===== config.mk =====
export PLATFORM = sky130hd
export DESIGN_NAME = uart_rx_fifo
export DESIGN_NICKNAME = d
export VERILOG_FILES = /design/src/rtl/uart_rx_fifo.sv
export SDC_FILE = /design/constraint.sdc
export NUM_CORES = 1
export LEC_CHECK = 0
export CORE_MARGIN = 4
export CORE_UTILIZATION = 50
export CTS_BUF_LIST = sky130_fd_sc_hd__clkbuf_16
export DETAILED_ROUTE_END_ITERATION = 16
export GPL_TIMING_DRIVEN = 0
export MAX_ROUTING_LAYER = met4
export PLACE_DENSITY = 0.68
export SLEW_MARGIN = 20
export SYNTH_ARGS = -nofsm -noshare
export SYNTH_HDL_FRONTEND = slang
export SYNTH_SLANG_ARGS = --single-unit
export TNS_END_PERCENT = 5

===== constraint.sdc =====
create_clock -name clk -period 5.4 [get_ports clk]
set_input_delay 1.08 -clock clk [delete_from_list [all_inputs] [get_ports clk]]
set_output_delay 1.08 -clock clk [all_outputs]
set_load 0.1 [all_outputs]

===== src/rtl/uart_rx_fifo.sv =====
// Receive FIFO that buffers UART characters with a break tag, in first-word-fall-through order.
// Latency: a push into an empty FIFO is visible on rd_valid/rd_data right after the write edge.
// Backpressure: rd_ready stalls the head entry; a push while full with no pop is dropped and sets sticky overflow.
//
// Ports:
//   clk, resetn                  single clock, asynchronous active-low reset
//   uart_rx_valid/_data/_break   one-cycle character strobe, payload and break tag
//   rd_valid/rd_ready            head handshake; rd_data/rd_break show the head entry
//   count, full                  occupancy (0..DEPTH) and count==DEPTH
//   overflow, ovf_clear          sticky drop flag and its clear (a drop in the same cycle wins)
//
// Optional feature: define UART_RX_FIFO_BREAK_FLUSH_EN to make an incoming break
// discard all stored entries and become the only entry.

module uart_rx_fifo #(
    parameter int PAYLOAD_BITS = 8,
    parameter int DEPTH        = 16
) (
    input  logic                      clk,
    input  logic                      resetn,
    input  logic                      uart_rx_valid,
    input  logic [PAYLOAD_BITS-1:0]   uart_rx_data,
    input  logic                      uart_rx_break,
    output logic                      rd_valid,
    input  logic                      rd_ready,
    output logic [PAYLOAD_BITS-1:0]   rd_data,
    output logic                      rd_break,
    output logic [$clog2(DEPTH):0]    count,
    output logic                      full,
    output logic                      overflow,
    input  logic                      ovf_clear
);

    localparam int PW = $clog2(DEPTH);
    localparam int CW = PW + 1;
    localparam int EW = PAYLOAD_BITS + 1;

    // Storage is deliberately not reset; the head is masked while empty instead.
    logic [EW-1:0] mem_q [DEPTH];

    logic [PW-1:0] wr_ptr_q, wr_ptr_d;
    logic [PW-1:0] rd_ptr_q, rd_ptr_d;
    logic [CW-1:0] count_q, count_d;
    logic          ovf_q, ovf_d;

    logic          pop;
    logic          push;
    logic          drop;
    logic          flush;
    logic          wr_en;
    logic [EW-1:0] head;

    assign rd_valid = (count_q != '0);
    assign full     = (count_q == CW'(DEPTH));
    assign count    = count_q;
    assign overflow = ovf_q;

    assign head     = mem_q[rd_ptr_q];
    assign rd_data  = rd_valid ? head[PAYLOAD_BITS-1:0] : '0;
    assign rd_break = rd_valid ? head[EW-1] : 1'b0;

    assign pop = rd_valid & rd_ready;

`ifdef UART_RX_FIFO_BREAK_FLUSH_EN
    assign flush = uart_rx_valid & uart_rx_break;
`else
    assign flush = 1'b0;
`endif

    // A pop in the same cycle frees the slot, so a full FIFO can still accept.
    assign push = uart_rx_valid & (~full | pop) & ~flush;
    assign drop = uart_rx_valid & full & ~pop & ~flush;

    always_comb begin
        wr_ptr_d = wr_ptr_q;
        rd_ptr_d = rd_ptr_q;
        count_d  = count_q;
        wr_en    = 1'b0;

        if (flush) begin
            // Write the break at the current write slot and make it the sole
            // entry by moving the read pointer onto it; any pop is overridden.
            wr_en    = 1'b1;
            rd_ptr_d = wr_ptr_q;
            wr_ptr_d = wr_ptr_q + 1'b1;
            count_d  = CW'(1);
        end else begin
            if (push) begin
                wr_en    = 1'b1;
                wr_ptr_d = wr_ptr_q + 1'b1;
            end
            if (pop) begin
                rd_ptr_d = rd_ptr_q + 1'b1;
            end
            case ({push, pop})
                2'b10:   count_d = count_q + 1'b1;
                2'b01:   count_d = count_q - 1'b1;
                default: count_d = count_q;
            endcase
        end
    end

    // Set has priority over clear so a drop is never lost.
    always_comb begin
        ovf_d = ovf_q;
        if (drop) begin
            ovf_d = 1'b1;
        end else if (ovf_clear) begin
            ovf_d = 1'b0;
        end
    end

    always_ff @(posedge clk or negedge resetn) begin
        if (!resetn) begin
            wr_ptr_q <= '0;
            rd_ptr_q <= '0;
            count_q  <= '0;
            ovf_q    <= 1'b0;
        end else begin
            wr_ptr_q <= wr_ptr_d;
            rd_ptr_q <= rd_ptr_d;
            count_q  <= count_d;
            ovf_q    <= ovf_d;
        end
    end

    always_ff @(posedge clk) begin
        if (wr_en) begin
            mem_q[wr_ptr_q] <= {uart_rx_break, uart_rx_data};
        end
    end

endmodule


==> reports/metrics.yaml <==
cts_resized: 0
worst_pin_slew_ns: 1.04
drive_above_1_share_pct: 24.6
total_power_mw: 4.82
place_area_um2: 7020
synth_commonest_cells: "edfxtp_1 (144), mux4_2 (36), dfrtp_1 (14)"
crit_arrival_ns: 3.31
dp_hpwl_um: 8060
syn_area_um2: 6450
syn_area_per_cell_um2: 19.4
comb_power_share_pct: 41.3
htreeDepth: 4
yosysTopAreaCell: "edfxtp_1"
gr-total-overflow: 0
multi_input_area_um2: 1690
crit_type: "reg2out"
fin_crit_sh_pct: 81.3
ys_ff_latch: 158
synthesis.instances: 332
synth_most_common_cell: "edfxtp_1"
vdd_ir_drop_max_mv: 0.451
diodes: 0
grt_first_pass_wirelength_um: 19300
grt_pass1_vias: 3258
outcome: "completed"
whs_ns: 0.526
critPathCaptureType: "output pin"
cts_buffers: 17
wl_per_cell_um: 21.6
tritoncts: "done"
dr.pass1.iters: 4
drc_errors: 0
p_leak_nw: 2.55
fin_cells: 570
syn-num-nets: 353
cts.clk_slew.worst_paths_ns: 0.06
p_per_area_nw_per_um2: 630
synth_edf_count: 144
dieArea_um2: 14800
drt_iter0_drc: 283
swShare_pct: 38.3
layout_setup_ws_ns: 1.01
dieWidth_um: 122
port_buffers: 30
preCtsSetupSlack_ns: 1.41
rows: 41
rsz0062_at_grt: "false"
seq_power_share_pct: 32.7
vias_per_cell: 5.62
antenna_found_initial: 0
yosysSeqAreaShare_pct: 72.5
vias: 3203
fin_skew_ns: 0.00795
gp_congestion: 0.792
placed_cells: 538
maxCapViolCount: 0
crit_path_max_fanout: 10
final_area_um2: 7650
cp.required_ns: 4.32
clkPwrFrac_pct: 26.0
hold_violations: 0
drt_wl_total_um: 12300
synth_flop_cell: "edfxtp_1"
min_period_ns: 4.39
ios: 31
cts_root_buf: "clkbuf_16"
setup_viol: 0
grt_max_degree: 17
postCtsSetupBuffers: 0
max_freq_mhz: 228
ant_nets: 0
synth.top_cell.area_share_pct: 67.1
ys_warn_count: 0
p_int_mw: 2.97
fillCellCount: 933
setup_tns_ns: 0
synthTopCellsByArea: "edfxtp_1 (67%), mux4_2 (13%), dfrtp_1 (5.4%)"
p_sw_mw: 1.84
drv_slew: 0
post_synth_num_cell_types: 40
clock_latency_ns: 0.42
core_area_um2: 12600
worstHoldPathType: "reg2reg"
fin_util_pct: 60.6
seqCellArea_um2: 4670
syn2layout_area_growth_pct: 18.6
nets: 406
cts_hold_buffers: 0
die_y_um: 122
async_flop_share_pct: 8.86
cts_max_path_buffers: 2
clock_sinks: 158
max_slew_margin_pct: 30.1
startpoint_type: "flip-flop"
track_usage_pct: 18.9
start_util_pct: 51.1
placed cells by master, fill, tap and decap left out, types with 5 or more instances in the layout:
| cell | count |
|---|---|
| a21oi_1 | 11 |
| and2_1 | 8 |
| buf_2 | 11 |
| bufinv_16 | 5 |
| clkbuf_1 | 5 |
| clkbuf_16 | 17 |
| clkdlybuf4s50_1 | 30 |
| dfrtp_1 | 14 |
| edfxtp_1 | 144 |
| ha_1 | 7 |
| inv_1 | 13 |
| mux2_2 | 9 |
| mux2i_1 | 11 |
| mux4_2 | 36 |
| nor2_1 | 8 |
| nor4_2 | 5 |
| o21ai_0 | 12 |
| xnor2_1 | 6 |
flip-flops by register name, summed over array words and instances (netlist names):
register	count
count	5
rd_ptr_q	4
overflow	1
wr_ptr_q	4
mem_q	144
cell type report:
cell class	count	area share (%)
multi-input combinational	149	22.1
clock inverter	15	2.68
buffer	16	0.965
clock buffer	17	5.56
inverter	9	0.442
tap	172	2.81
timing repair buffer	34	4.32
sequential	158	61.1
cell families (layout without fill, tap and decap cells):
logic type	after synthesis	after routing	share of synthesized area [%]
adder cells (fa/ha/maj)	7	7	1.36
AO/OA/AOI/OAI	33	33	3.28
AND/OR/NAND/NOR	42	42	3.71
flip-flops	158	158	72.5
XOR/XNOR	9	9	1.22
buffers and inverters	25	91	1.67
multiplexers	58	58	16.3
layer usage:
metal	wire (um)	global-route usage [%]	share of wire, %
met4	184	5.67	1.5
met3	592	4.69	4.8
met1	5750	27.2	47
met2	5800	27.3	47
met5	0	-	0
worst paths after layout:
check / start / end / slack, ns / cells past startpoint
hold / removal: overflow / overflow / 0.53 / 2
hold reg to reg: overflow / overflow / 0.53 / 2
setup / recovery: rd_ptr_q[3] / rd_break / 1.01 / 6
max in group asynchronous: resetn / wr_ptr_q[3] / 3.87 / 1
setup reg to reg: count[1] / count[4] / 2.73 / 8
min in group asynchronous: resetn / overflow / 1.08 / 1
worst max-delay path: stages (launching register included):
cell and delay [ns]:
dfrtp_1 0.33, buf_2 0.26, buf_2 0.32, buf_2 0.38
mux2i_1 0.17, a21oi_1 0.25, clkdlybuf4s50_1 1.18
power groups by stage:
stage	clock network, mW	registers (mW)	logic [mW]
detailed placement	0	1.60	2.00
global route	1.33	1.59	2.11
floorplan	0	1.72	1.39
CTS	1.27	1.57	2.01
global placement	0	1.59	1.97
finish	1.25	1.58	1.99
(Power assumes the default switching activity.)
